## config.mk

```make
export PLATFORM = sky130hd
export DESIGN_NAME = key_bank
export DESIGN_NICKNAME = d
export VERILOG_FILES = /design/src/rtl/key_bank.sv
export SDC_FILE = /design/constraint.sdc
export NUM_CORES = 1
export LEC_CHECK = 0
export CAP_MARGIN = 15
export CORE_MARGIN = 1
export CORE_UTILIZATION = 38
export CTS_CLUSTER_DIAMETER = 80
export DETAILED_ROUTE_END_ITERATION = 8
export GPL_TIMING_DRIVEN = 0
export PLACE_DENSITY = 0.58
export SLEW_MARGIN = 20
export SYNTH_ARGS = -nofsm -noshare
export SYNTH_HDL_FRONTEND = slang
export SYNTH_SLANG_ARGS = --single-unit
```

## constraint.sdc

```tcl
create_clock -name i_clk -period 3.45 [get_ports i_clk]
set_clock_uncertainty 0.2 [all_clocks]
set_input_delay 0.345 -clock i_clk [delete_from_list [all_inputs] [get_ports i_clk]]
set_output_delay 0.345 -clock i_clk [all_outputs]
set_load 0.01 [all_outputs]
```

## src/rtl/key_bank.sv

```systemverilog
// key_bank: per-key synchronise, debounce and auto-repeat for a bank of
// push buttons. Each channel is independent. o_level is the debounced
// state, o_press/o_release are one-cycle edge pulses coincident with the
// o_level change, and o_rep pulses on the press and on every auto-repeat.
// o_dbg_state exposes each channel's repeat FSM state (2 bits per key,
// key 0 in the low bits) so checkers can observe it directly.
module key_bank #(
   parameter int N_KEYS     = 4,
   parameter int STABLE_CYC = 16,
   parameter int REP_DELAY  = 250000,
   parameter int REP_PERIOD = 50000,
   parameter int ACTIVE_LOW = 1
) (
   input  logic                  i_clk,
   input  logic                  i_rst_n,
   input  logic [N_KEYS-1:0]     i_key,
   input  logic [N_KEYS-1:0]     i_rep_en,
   output logic [N_KEYS-1:0]     o_level,
   output logic [N_KEYS-1:0]     o_press,
   output logic [N_KEYS-1:0]     o_release,
   output logic [N_KEYS-1:0]     o_rep,
   output logic                  o_any,
   output logic [2*N_KEYS-1:0]   o_dbg_state
);

   // Pin level that means "not pressed"; also the synchroniser reset value.
   localparam logic RELEASED_PIN = (ACTIVE_LOW != 0) ? 1'b1 : 1'b0;

   // Debounce counter only ever reaches STABLE_CYC-1 before clearing.
   localparam int DB_W = $clog2(STABLE_CYC + 1);
   localparam logic [DB_W-1:0] DB_LAST = DB_W'(STABLE_CYC - 1);

   // Repeat counter sized for the longer of the two intervals.
   localparam int REP_MAX = (REP_DELAY > REP_PERIOD) ? REP_DELAY : REP_PERIOD;
   localparam int REP_W   = $clog2(REP_MAX + 1);
   localparam logic [REP_W-1:0] DELAY_LAST  = REP_W'(REP_DELAY - 1);
   localparam logic [REP_W-1:0] PERIOD_LAST = REP_W'(REP_PERIOD - 1);
   localparam logic [REP_W-1:0] REP_ONE     = REP_W'(1);

   typedef enum logic [1:0] {
      ST_IDLE   = 2'd0,
      ST_DELAY  = 2'd1,
      ST_REPEAT = 2'd2,
      ST_HOLD   = 2'd3
   } rep_state_t;

   genvar g;
   generate
      for (g = 0; g < N_KEYS; g++) begin : g_key
         logic            sync1_q;
         logic            sync2_q;
         logic            key_now;
         logic [DB_W-1:0] db_cnt_q;
         logic            level_q;
         logic            press_q;
         logic            release_q;
         logic            accept;
         logic            press_evt;
         logic            release_evt;
         rep_state_t      state_q;
         rep_state_t      state_d;
         logic [REP_W-1:0] rep_cnt_q;
         logic [REP_W-1:0] rep_cnt_d;
         logic            rep_q;
         logic            rep_d;

         // Two-flop synchroniser on the raw asynchronous pin.
         always_ff @(posedge i_clk or negedge i_rst_n) begin
            if (!i_rst_n) begin
               sync1_q <= RELEASED_PIN;
               sync2_q <= RELEASED_PIN;
            end else begin
               sync1_q <= i_key[g];
               sync2_q <= sync1_q;
            end
         end

         // Normalised sample: 1 means pressed regardless of pin polarity.
         assign key_now     = sync2_q ^ RELEASED_PIN;
         // A change is accepted on the STABLE_CYC-th consecutive differing sample.
         assign accept      = (key_now != level_q) && (db_cnt_q == DB_LAST);
         assign press_evt   = accept & key_now;
         assign release_evt = accept & ~key_now;

         // Debounce counter, stable level and registered edge pulses.
         always_ff @(posedge i_clk or negedge i_rst_n) begin
            if (!i_rst_n) begin
               db_cnt_q  <= '0;
               level_q   <= 1'b0;
               press_q   <= 1'b0;
               release_q <= 1'b0;
            end else begin
               press_q   <= press_evt;
               release_q <= release_evt;
               if (key_now == level_q) begin
                  db_cnt_q <= '0;
               end else if (accept) begin
                  db_cnt_q <= '0;
                  level_q  <= key_now;
               end else begin
                  db_cnt_q <= db_cnt_q + DB_W'(1);
               end
            end
         end

         // Repeat FSM next state; release has priority over any repeat expiry.
         always_comb begin
            state_d   = state_q;
            rep_cnt_d = rep_cnt_q;
            rep_d     = 1'b0;
            if (release_evt) begin
               state_d   = ST_IDLE;
               rep_cnt_d = '0;
            end else if (press_evt) begin
               rep_d     = 1'b1;
               rep_cnt_d = '0;
               state_d   = i_rep_en[g] ? ST_DELAY : ST_HOLD;
            end else begin
               case (state_q)
                  ST_DELAY: begin
                     if (!i_rep_en[g]) begin
                        state_d   = ST_HOLD;
                        rep_cnt_d = '0;
                     end else if (rep_cnt_q == DELAY_LAST) begin
                        rep_d     = 1'b1;
                        rep_cnt_d = '0;
                        state_d   = ST_REPEAT;
                     end else begin
                        rep_cnt_d = rep_cnt_q + REP_ONE;
                     end
                  end
                  ST_REPEAT: begin
                     if (!i_rep_en[g]) begin
                        state_d   = ST_HOLD;
                        rep_cnt_d = '0;
                     end else if (rep_cnt_q == PERIOD_LAST) begin
                        rep_d     = 1'b1;
                        rep_cnt_d = '0;
                     end else begin
                        rep_cnt_d = rep_cnt_q + REP_ONE;
                     end
                  end
                  default: begin
                     state_d = state_q;
                  end
               endcase
            end
         end

         // Repeat FSM state, counter and registered repeat pulse.
         always_ff @(posedge i_clk or negedge i_rst_n) begin
            if (!i_rst_n) begin
               state_q   <= ST_IDLE;
               rep_cnt_q <= '0;
               rep_q     <= 1'b0;
            end else begin
               state_q   <= state_d;
               rep_cnt_q <= rep_cnt_d;
               rep_q     <= rep_d;
            end
         end

         assign o_level[g]             = level_q;
         assign o_press[g]             = press_q;
         assign o_release[g]           = release_q;
         assign o_rep[g]               = rep_q;
         assign o_dbg_state[2*g +: 2]  = state_q;
      end
   endgenerate

   assign o_any = |o_press;

endmodule

```

==> results of run 1 <==
==> cells in the mapped netlist (3+ instances only) <==
cell / number / area (um2)
sky130_fd_sc_hd__a21oi_1: 8 / 40.04
sky130_fd_sc_hd__and3_1: 13 / 81.33
sky130_fd_sc_hd__nor2b_1: 4 / 25.02
sky130_fd_sc_hd__buf_2: 3 / 15.01
sky130_fd_sc_hd__buf_4: 17 / 127.6
sky130_fd_sc_hd__and2_1: 5 / 31.28
sky130_fd_sc_hd__and4b_1: 3 / 30.03
sky130_fd_sc_hd__o22a_1: 4 / 35.03
sky130_fd_sc_hd__dfrtp_1: 116 / 2903
sky130_fd_sc_hd__and4_1: 5 / 43.79
sky130_fd_sc_hd__o21a_1: 12 / 90.09
sky130_fd_sc_hd__xnor2_1: 24 / 210.2
sky130_fd_sc_hd__buf_6: 5 / 56.30
sky130_fd_sc_hd__o31ai_1: 15 / 112.6
sky130_fd_sc_hd__or4_4: 3 / 33.78
sky130_fd_sc_hd__o311ai_0: 7 / 61.31
sky130_fd_sc_hd__clkbuf_1: 10 / 37.54
sky130_fd_sc_hd__a22o_1: 4 / 35.03
sky130_fd_sc_hd__nor4b_1: 10 / 87.58
sky130_fd_sc_hd__nor4_1: 20 / 125.1
sky130_fd_sc_hd__mux2i_1: 3 / 30.03
sky130_fd_sc_hd__or2_2: 3 / 18.77
sky130_fd_sc_hd__nor3b_1: 5 / 37.54
sky130_fd_sc_hd__nand4b_1: 5 / 43.79
sky130_fd_sc_hd__inv_1: 18 / 67.56
sky130_fd_sc_hd__o21ai_0: 16 / 80.08
sky130_fd_sc_hd__a31oi_1: 6 / 37.54
sky130_fd_sc_hd__nor3_1: 33 / 165.2
sky130_fd_sc_hd__nand3_1: 23 / 115.1
sky130_fd_sc_hd__nor2_1: 62 / 232.7
sky130_fd_sc_hd__nand2_1: 54 / 202.7
sky130_fd_sc_hd__a21o_1: 13 / 97.59
sky130_fd_sc_hd__a221o_1: 4 / 40.04
sky130_fd_sc_hd__dfstp_2: 8 / 210.2
sky130_fd_sc_hd__or3_1: 5 / 31.28
sky130_fd_sc_hd__ha_1: 16 / 200.2
sky130_fd_sc_hd__o21ai_1: 6 / 30.03
sky130_fd_sc_hd__a211oi_1: 5 / 37.54
sky130_fd_sc_hd__mux2_2: 3 / 33.78
sky130_fd_sc_hd__nand4_1: 28 / 175.2
sky130_fd_sc_hd__or4_1: 4 / 30.03
sky130_fd_sc_hd__or4b_1: 3 / 30.03
sky130_fd_sc_hd__xor2_1: 19 / 166.4
==> report_power, final <==
group	internal, mW	switching (mW)	total (mW)
Combinational	0.329	0.514	0.843
Clock	1.06	0.659	1.72
Sequential	1.59	0.146	1.73
Total	2.98	1.32	4.30
==> state kept, by name (all words and copies together) (netlist names) <==
name,cells
g_key.db_cnt_q,20
g_key.rep_cnt_q,72
g_key.level_q,4
g_key.sync1_q,4
g_key.release_q,4
g_key.rep_q,4
g_key.state_q,8
g_key.sync2_q,4
g_key.press_q,4
==> per-layer routing <==
metal,up-vias,share of wire
met1,2623,0.46
met4,0,0.010
met3,13,0.039
met2,104,0.49
li1,2552,-
met5,-,0
==> critical path: cells and delay by family, from the launching register on <==
kind | cells | cell delay (ns)
simple gates | 3 | 0.87
compound gates | 2 | 0.61
flops | 1 | 0.41
fa+ha+maj | 1 | 0.27
buf+inv | 1 | 0.20
==> logic make-up after synthesis <==
logic type / Yosys count
AND/OR/NAND/NOR: 295
flip-flops: 124
AO/OA/AOI/OAI: 122
adder cells (fa/ha/maj): 16
multiplexers: 7
XOR/XNOR: 43
buffers and inverters: 55
==> what timing repair did <==
action                    4_1_cts  5_1_grt
hold buffers                    1        0
hold endpoints to repair       47        0
gates resized for setup         0        0
==> worst paths after layout <==
path / start / end / slack (ns) / cells past startpoint
hold / removal: i_key[2] / g_key[2].sync1_q / 0.14 / 1
min in group asynchronous: i_rst_n / g_key[1].rep_cnt_q[10] / 0.26 / 2
setup / recovery: g_key[3].rep_cnt_q[0] / g_key[3].rep_cnt_q[8] / 0.73 / 7
setup reg to reg: g_key[3].rep_cnt_q[0] / g_key[3].rep_cnt_q[8] / 0.73 / 7
hold reg to reg: g_key[1].sync1_q / g_key[1].sync2_q / 0.15 / 0
max in group asynchronous: i_rst_n / g_key[3].sync2_q / 2.02 / 3
==> area by class of cell <==
type	instances	area, um2	area share
Buffer	37	244.0	0.03126
Clock buffer	18	429.2	0.05499
Clock inverter	14	146.4	0.01876
Inverter	18	67.56	0.008657
Multi-Input combinational cell	483	3151	0.4037
Sequential cell	124	3113	0.3988
Tap cell	220	275.3	0.03527
Timing Repair Buffer	36	379.1	0.04857
==> per-stage QoR <==
| step | setup TNS (ns) | instance area (um2) | util | worst slack, ns | hold WS (ns) |
|---|---|---|---|---|---|
| after global routing | 0 | 7805 | 0.4657 | 0.5198 | 0.1329 |
| after detailed placement | 0 | 7219 | 0.4308 | 0.7513 | 0.1473 |
| after global placement | -368.85 | 7191 | 0.4290 | -3.089 | 0.1462 |
| final | 0 | 7805 | 0.4657 | 0.7313 | 0.1421 |
| after floorplan | 0 | 6575 | - | 1.143 | -0.1506 |
| after CTS | 0 | 7805 | 0.4657 | 0.7368 | 0.1270 |
==> results, run 1 <==
- After the first detailed-routing iteration, the DRC count stood at 377.
- The initial antenna violation count came to 0.
- The proportion of layout cells with a drive suffix above 1 is 0.1137.
- Entering global routing, the biggest net connects 72 pins.
- The number of nets in the layout is between 700 and 800.
- The top flip-flop cell by instance count after synthesis is sky130_fd_sc_hd__dfrtp_1.
- The highest-delay cell along the critical path is sky130_fd_sc_hd__or4b_1.
- The mapped netlist covers ~0.0066 mm2.
- The remaining global-route overflow is 0.
- The die span in y is approximately 130 um.
- met2 is the most crowded layer.
- The detailed router placed 5292 vias in this run.
- The placed cell count is roughly 920.
- The number of antenna cells inserted is 0.
- The synthesized design contains 0 enable-type register cells.
- Setup repair after global routing left no endpoint under its margin.
- Of the synthesized area, sequential elements account for 0.4735.
- The die outline area is 0.01783 mm2.
- The per-instance average area after synthesis is approximately 9.9 um2.
- CTS placed an instance of sky130_fd_sc_hd__clkbuf_16 at the clock tree root.
- The number of standard cells in the final layout excluding fillers is 950.
- The cell count after synthesis came out at approximately 660.
- The first detailed-routing pass ran for 5 iterations.
- The met2 usage in global routing is 0.2986.
- The run finished with clean final reports.
- The final weighted congestion in routability-driven placement is 0.8683.
- The mean routed wirelength per cell is between 15 and 20 um.
- Headroom to the max-slew limit came out at 0.4978.
- The compound-gate portion of the synthesized area is 0.1370.
- The simple-gate portion of the synthesized area is 0.2430.
- The via count of the first global-routing pass is 5438.
- The met1 global-route usage is 0.2265.
- For met3 alone, demand over resource in global routing was 0.04452.
- After synthesis, the largest family of logic cells by area is simple AND/OR/NAND/NOR gates.
- The count of final max-slew check failures is 0.
- In this run the horizontal extent of the chip is between 100 and 150 um.
- Buffers placed on the I/O ports in this run total 34.
- The clock buffer count from CTS is 17.
- STA classifies the critical path endpoint as a register.
- The number of top-level design ports is 35.
- The net count of the mapped netlist is about 700.
- The number of failing hold endpoints at the final stage is 0.
- The clock insertion delay at the later pin of the skew report is 0.41 ns.
- The clock sink count is between 100 and 150.
- The clock passes through at most 2 buffers.
- The arrival time reported for the critical path endpoint is approximately 2.8 ns.
- The buffer count from post-CTS setup fixing is 0.
- The per-cell via count in the routed design is about 5.6.
- The row count is 47.
- Detailed placement ended at an HPWL of roughly 10000 um.
- Power spread over the standard cell area amounts to between 500 and 600 mW/mm2.
- The number of register bits inferred by synthesis is 124.
- At the pin with the least slew margin, the transition time is approximately 0.75 ns.
- The layout overhead on the synthesized area is 18.71%.
- At the worst endpoint, the required time is between 3 and 4 ns.
- The number of distinct standard cells referenced by the synthesized netlist is 68.
- The min-delay analysis places its worst path in the category in -> reg.
- The largest single stage delay on the critical path is 0.46 ns.
- The launching element type of the critical path is a register.
- TritonCTS built the clock tree.
- The total core area is approximately 0.017 mm2.
- The parity-gate share of the synthesized area counting xor and xnor cells is 0.05728.
- The detail route stage leaves a number of antenna-violating nets equal to 0.
- For this run, asynchronously set or reset flops after synthesis account for 1.000.
- After detailed routing, the total wire length is between 10000 and 15000 um.
- The count of synthesis-stage warnings from yosys is 0.
- The final worst-path cycle share is 0.7880.
- The signal on the critical path passes through ha_1 -> or4b_1 -> nor4_1 -> o21ai_1 -> a21oi_2 -> buf_6 -> nor3_1.
- Setup violations remaining at the end of the flow were counted as 0.
- Counting the fill cells in the layout gives ~1600.
- The max capacitance violation total is 0.
- The largest vdd supply drop is 0.3554 mV.
- Timing would allow up to 367.8 MHz.
- The number of design rule violations left after detail routing is 0.
- The minimum clock period after layout is 2.719 ns.
- For this configuration, the core starts out at a cell density of 0.3923.
- The H-tree was split into 4 levels.
- The adder-cell share of the synthesized area is 0.03045.
- The total power is roughly 4.3 mW.
- The first-pass GRT wire length is about 26000 um.
- The most common library cell in the layout ignoring fill and taps is sky130_fd_sc_hd__dfrtp_1.
- Leaving out fill and tap cells, the most frequent cells in the layout are sky130_fd_sc_hd__dfrtp_1 (116), sky130_fd_sc_hd__nor2_1 (62), sky130_fd_sc_hd__nand2_1 (54).
- After clock tree synthesis, the clock-pin slew on the worst setup and hold paths is 0.06 ns.
- Summed over all cells, the static leakage comes to between 3 and 4 nW.
- The critical path start-end classification is reg -> reg.
- Of the post-synthesis cell area, the part taken by muxes is 0.01142.
- Of all nets on the critical path, the largest fanout is 10.
- The total global routing track utilization is 0.1802.
No activity file was read; power rests on OpenSTA's default activity.
==> run 2, diff against run 1 <==
Settings changed: PLACE_DENSITY 0.58 to 0.6.
Clock period 3.45 ns to 2.3 ns, I/O delays scaled along.
==> run 2 against run 1 <==
The run now ends with negative setup slack left. Clock power increased by 48%. Sequential cell count is the same. Largest power group unchanged. Total power is 56% higher. Cell area grew 8.4%. Count of clock-buffer cells in the layout is 3 higher. First-iteration DRC count down 1.1%. Critical path depth down 1. Maximum frequency up 13%. Die area stayed put. Highest routed layer unchanged. Non-clock buffer count grew 32. Via count up 4.5%.
==> results, run 2 (synthesis results as in run 1) <==
- The number of cells on the worst hold path is 1 (unchanged).
- The row count is 47 (unchanged).
- The power density normalized to cell area was 791.4 mW/mm2 (+44%).
- The highest-delay cell along the critical path is sky130_fd_sc_hd__or4_4.
- The type of destination of the critical path is a register.
- The logic depth of the worst register-to-register path was 6 (-1).
- The count of buffers from port buffering is 34 (unchanged).
- The number of failing hold endpoints at the final stage came to 0 (unchanged).
- In the layout the commonest cells are sky130_fd_sc_hd__dfrtp_1 (113), sky130_fd_sc_hd__nor2_1 (61), sky130_fd_sc_hd__nand2_1 (53).
- The remaining global-route overflow is 0 (unchanged).
- The number of levels in the clock H-tree is 4 (unchanged).
- The worst register-to-register path ends at g_key[0].rep_cnt_q[17].
- The fmax is 416.8 MHz (+13%).
- The die outline area is 0.01783 mm2 (unchanged).
- The max capacitance violation total is 0 (unchanged).
- The critical path goes through or4_4 -> or4_4 -> a21oi_4 -> buf_6 -> nor2_4 -> a221o_1.
- The start point of the critical path is g_key[0].rep_cnt_q[13].
- In this run the critical register-to-register path is launched from g_key[0].rep_cnt_q[13].
- The number of top-level design ports is 35 (unchanged).
- The critical path start-end classification is reg -> reg.
- The measured slew at the worst slew-check pin came to 0.6934 ns (-0.05490 ns).
- The core utilization of the finished layout is 0.5048 (+0.03912).
- The minimum clock period after layout came to 2.399 ns (-0.3193 ns).
- The number of search-and-repair iterations in the first detailed-routing pass is 4 (-1).
- The worst slew slack as a fraction of its limit came to 0.5377 (+0.03995).
- Setup repair after global routing could not meet its margin everywhere.
- The final weighted congestion in routability-driven placement is 0.8785 (+1.2%).
- The clock insertion delay at the later pin of the skew report came to 0.42 ns (about the same).
- The count of routing violations after the opening detailed-route iteration is 373 (-1.1%).
- The maximum number of pins on one net before global-route repair is 75 (+4.2%).
- The final count of negative-setup-slack endpoints is 32 (+32).
- The post-route worst hold slack is 0.02006 ns (-0.1220 ns).
- The largest stage delay on the critical path is 0.53 ns (+0.07 ns).
- The clock buffer count from CTS came to 17 (unchanged).
- The largest vdd supply drop is 0.5890 mV (+66%).
- The first-pass GRT wire length was 26480 um (+2.5%).
- The clock sink count was 124 (unchanged).
- The data required time of the worst path was 2.40 ns (-1.12 ns).
- The total core area came to 0.01676 mm2 (unchanged).
- The per-cell via count in the routed design is 5.629 (+1.1%).
- The type of the most critical hold path is in -> reg.
- The maximum root-to-sink buffer count is 2 (unchanged).
- The arrival time reported for the critical path endpoint is 2.50 ns (-0.28 ns).
- The flip-flop count of the largest register after layout is 72 (unchanged).
- The starting utilization of the core area is 0.3923 (unchanged).
- The CTS tree is yes.
- The number of antenna cells inserted was 0 (unchanged).
- The final wirelength is 16030 um (+7.8%).
- The area of all sequential standard cells is 0.003117 mm2 (+0.12%).
- The via count of the first global-routing pass is 5459 (+0.39%).
- The timing endpoint of the critical path is g_key[0].rep_cnt_q[17].
- The final worst-path cycle share was 1.043 (+0.2552).
- The maximum fanout encountered on the critical timing path is 6 (-4).
- The total number of vias was 5528 (+4.5%).
- The total half-perimeter wirelength after legalization and detailed placement is 10470 um (+2.2%).
- STA classifies the critical path startpoint as a register.
- The post-detailed-route count of antenna-violating nets is 0 (unchanged).
- The most numerous cell type found on the critical path is sky130_fd_sc_hd__or4_4.
- The final total negative setup slack is -1.760 ns (-1.760 ns).
- The clock tree root buffer cell is sky130_fd_sc_hd__clkbuf_16.
- The total global routing track utilization is 0.1846 (+0.004402).
- The proportion of layout cells with a drive suffix above 1 is 0.2310 (+0.1173).
- The final worst-path setup slack is -0.09938 ns (-0.8307 ns).
- The largest registers in the layout are g_key.rep_cnt_q: 72 flops, g_key.db_cnt_q: 20 flops, g_key.state_q: 8 flops.
- The count of final max-slew check failures is 0 (unchanged).
- The number of inserted filler cells in the final layout is 1538 (-1.8%).
- Relative to the synthesized area, the layout overhead comes to 28.68%.
- The die span in y was 133.5 um (unchanged).
- The total power is 6.696 mW (+56%).
- The run finished, with violations left.
- The library cell used most frequently in the layout, excluding fill and tap cells, is sky130_fd_sc_hd__dfrtp_1.
- The area taken by multi-input logic gates came to 0.003511 mm2 (+11%).
- The horizontal die dimension is 133.5 um (unchanged).
- The mean routed wirelength per cell came to 16.32 um (+4.2%).
- The register bank with the most flops is g_key.rep_cnt_q.
- The number of nets in the layout is 775 (+4.3%).
- The static leakage power was 3.544 nW (+6.5%).
- The number of design rule violations left after detail routing is 0 (unchanged).
- The clock slew seen by the registers of the worst setup and hold paths came to 0.05 ns (about the same).
- The setup slack on the worst flop-to-flop path came to -0.1 ns (-0.83 ns).
- The checks that failed: negative setup slack.
- The initial antenna violation count came to 0 (unchanged).
-- run 2: cell count changes in the layout (fill, tap and decap cells not counted), moves of 4 or more --
cell,before,now
sky130_fd_sc_hd__buf_4,17,46
sky130_fd_sc_hd__nor3_1,33,18
sky130_fd_sc_hd__nor3_2,0,12
sky130_fd_sc_hd__clkbuf_1,11,3
sky130_fd_sc_hd__nor4_1,20,13
sky130_fd_sc_hd__clkinv_4,6,1
sky130_fd_sc_hd__buf_6,6,10
sky130_fd_sc_hd__clkinvlp_4,0,4
sky130_fd_sc_hd__ha_1,16,12
sky130_fd_sc_hd__nor4_2,0,4
sky130_fd_sc_hd__o21ai_1,6,2
-- run 2: worst min-delay path by stage --
stage / startpoint / end / slack, ns
after floorplan: i_rst_n / g_key[0].db_cnt_q[0] / -0.27
after global placement: g_key[3].sync1_q / g_key[3].sync2_q / 0.15
after detailed placement: i_rst_n / g_key[1].rep_cnt_q[10] / 0.11
after CTS: i_key[3] / g_key[3].sync1_q / 0.004
after global routing: i_key[2] / g_key[2].sync1_q / 0.009
final: i_key[2] / g_key[2].sync1_q / 0.02
-- run 2: metrics by stage --
step	instances	setup slack, ns	cell area (um2)
after CTS	971	-0.09004	8094
after detailed placement	917	-0.3859	7223
final	982	-0.09938	8461
after global placement	916	-4.069	7194
after floorplan	662	0.02686	6579
after global routing	982	-0.1633	8461
-- run 2: worst max-delay path, delay by kind of cell (launching register included) --
family | cells | cell delay (ns)
AND/OR/NAND/NOR | 3 | 1.04
AO/OA/AOI/OAI | 2 | 0.49
flip-flops | 1 | 0.39
buffers and inverters | 1 | 0.16
-- run 2: final cells by class --
| cell class | instances | area share |
|---|---|---|
| multi-input cells | 483 | 0.4150 |
| flip-flops and latches | 124 | 0.3684 |
| repair buffers | 71 | 0.07764 |
| clock buffers | 21 | 0.05560 |
| well taps | 220 | 0.03253 |
| plain buffers | 34 | 0.03180 |
| clock inverters | 11 | 0.01109 |
| inverters | 18 | 0.007986 |
-- run 2: report_power, final --
| group | internal [mW] | switching (mW) | total, mW |
|---|---|---|---|
| clock | 1.56 | 0.980 | 2.54 |
| sequential | 2.38 | 0.210 | 2.59 |
| combinational | 0.655 | 0.908 | 1.56 |
| total | 4.60 | 2.10 | 6.70 |
-- run 2: what timing repair did --
item,CTS,global route
setup endpoints to repair,71,66
resized for setup,31,66
hold buffers,1,1
buffers inserted,19,13
pin swaps,5,28
endpoints found under the hold margin,67,1
gates cloned,2,0
-- run 2: layer usage --
layer / global-route usage / vias to the layer above / wire length [um]
met5: 0 / - / 0
met4: 0.06755 / 0 / 255
met3: 0.04680 / 27 / 690
met2: 0.3056 / 132 / 8033
met1: 0.2324 / 2757 / 7049
li1: - / 2612 / -
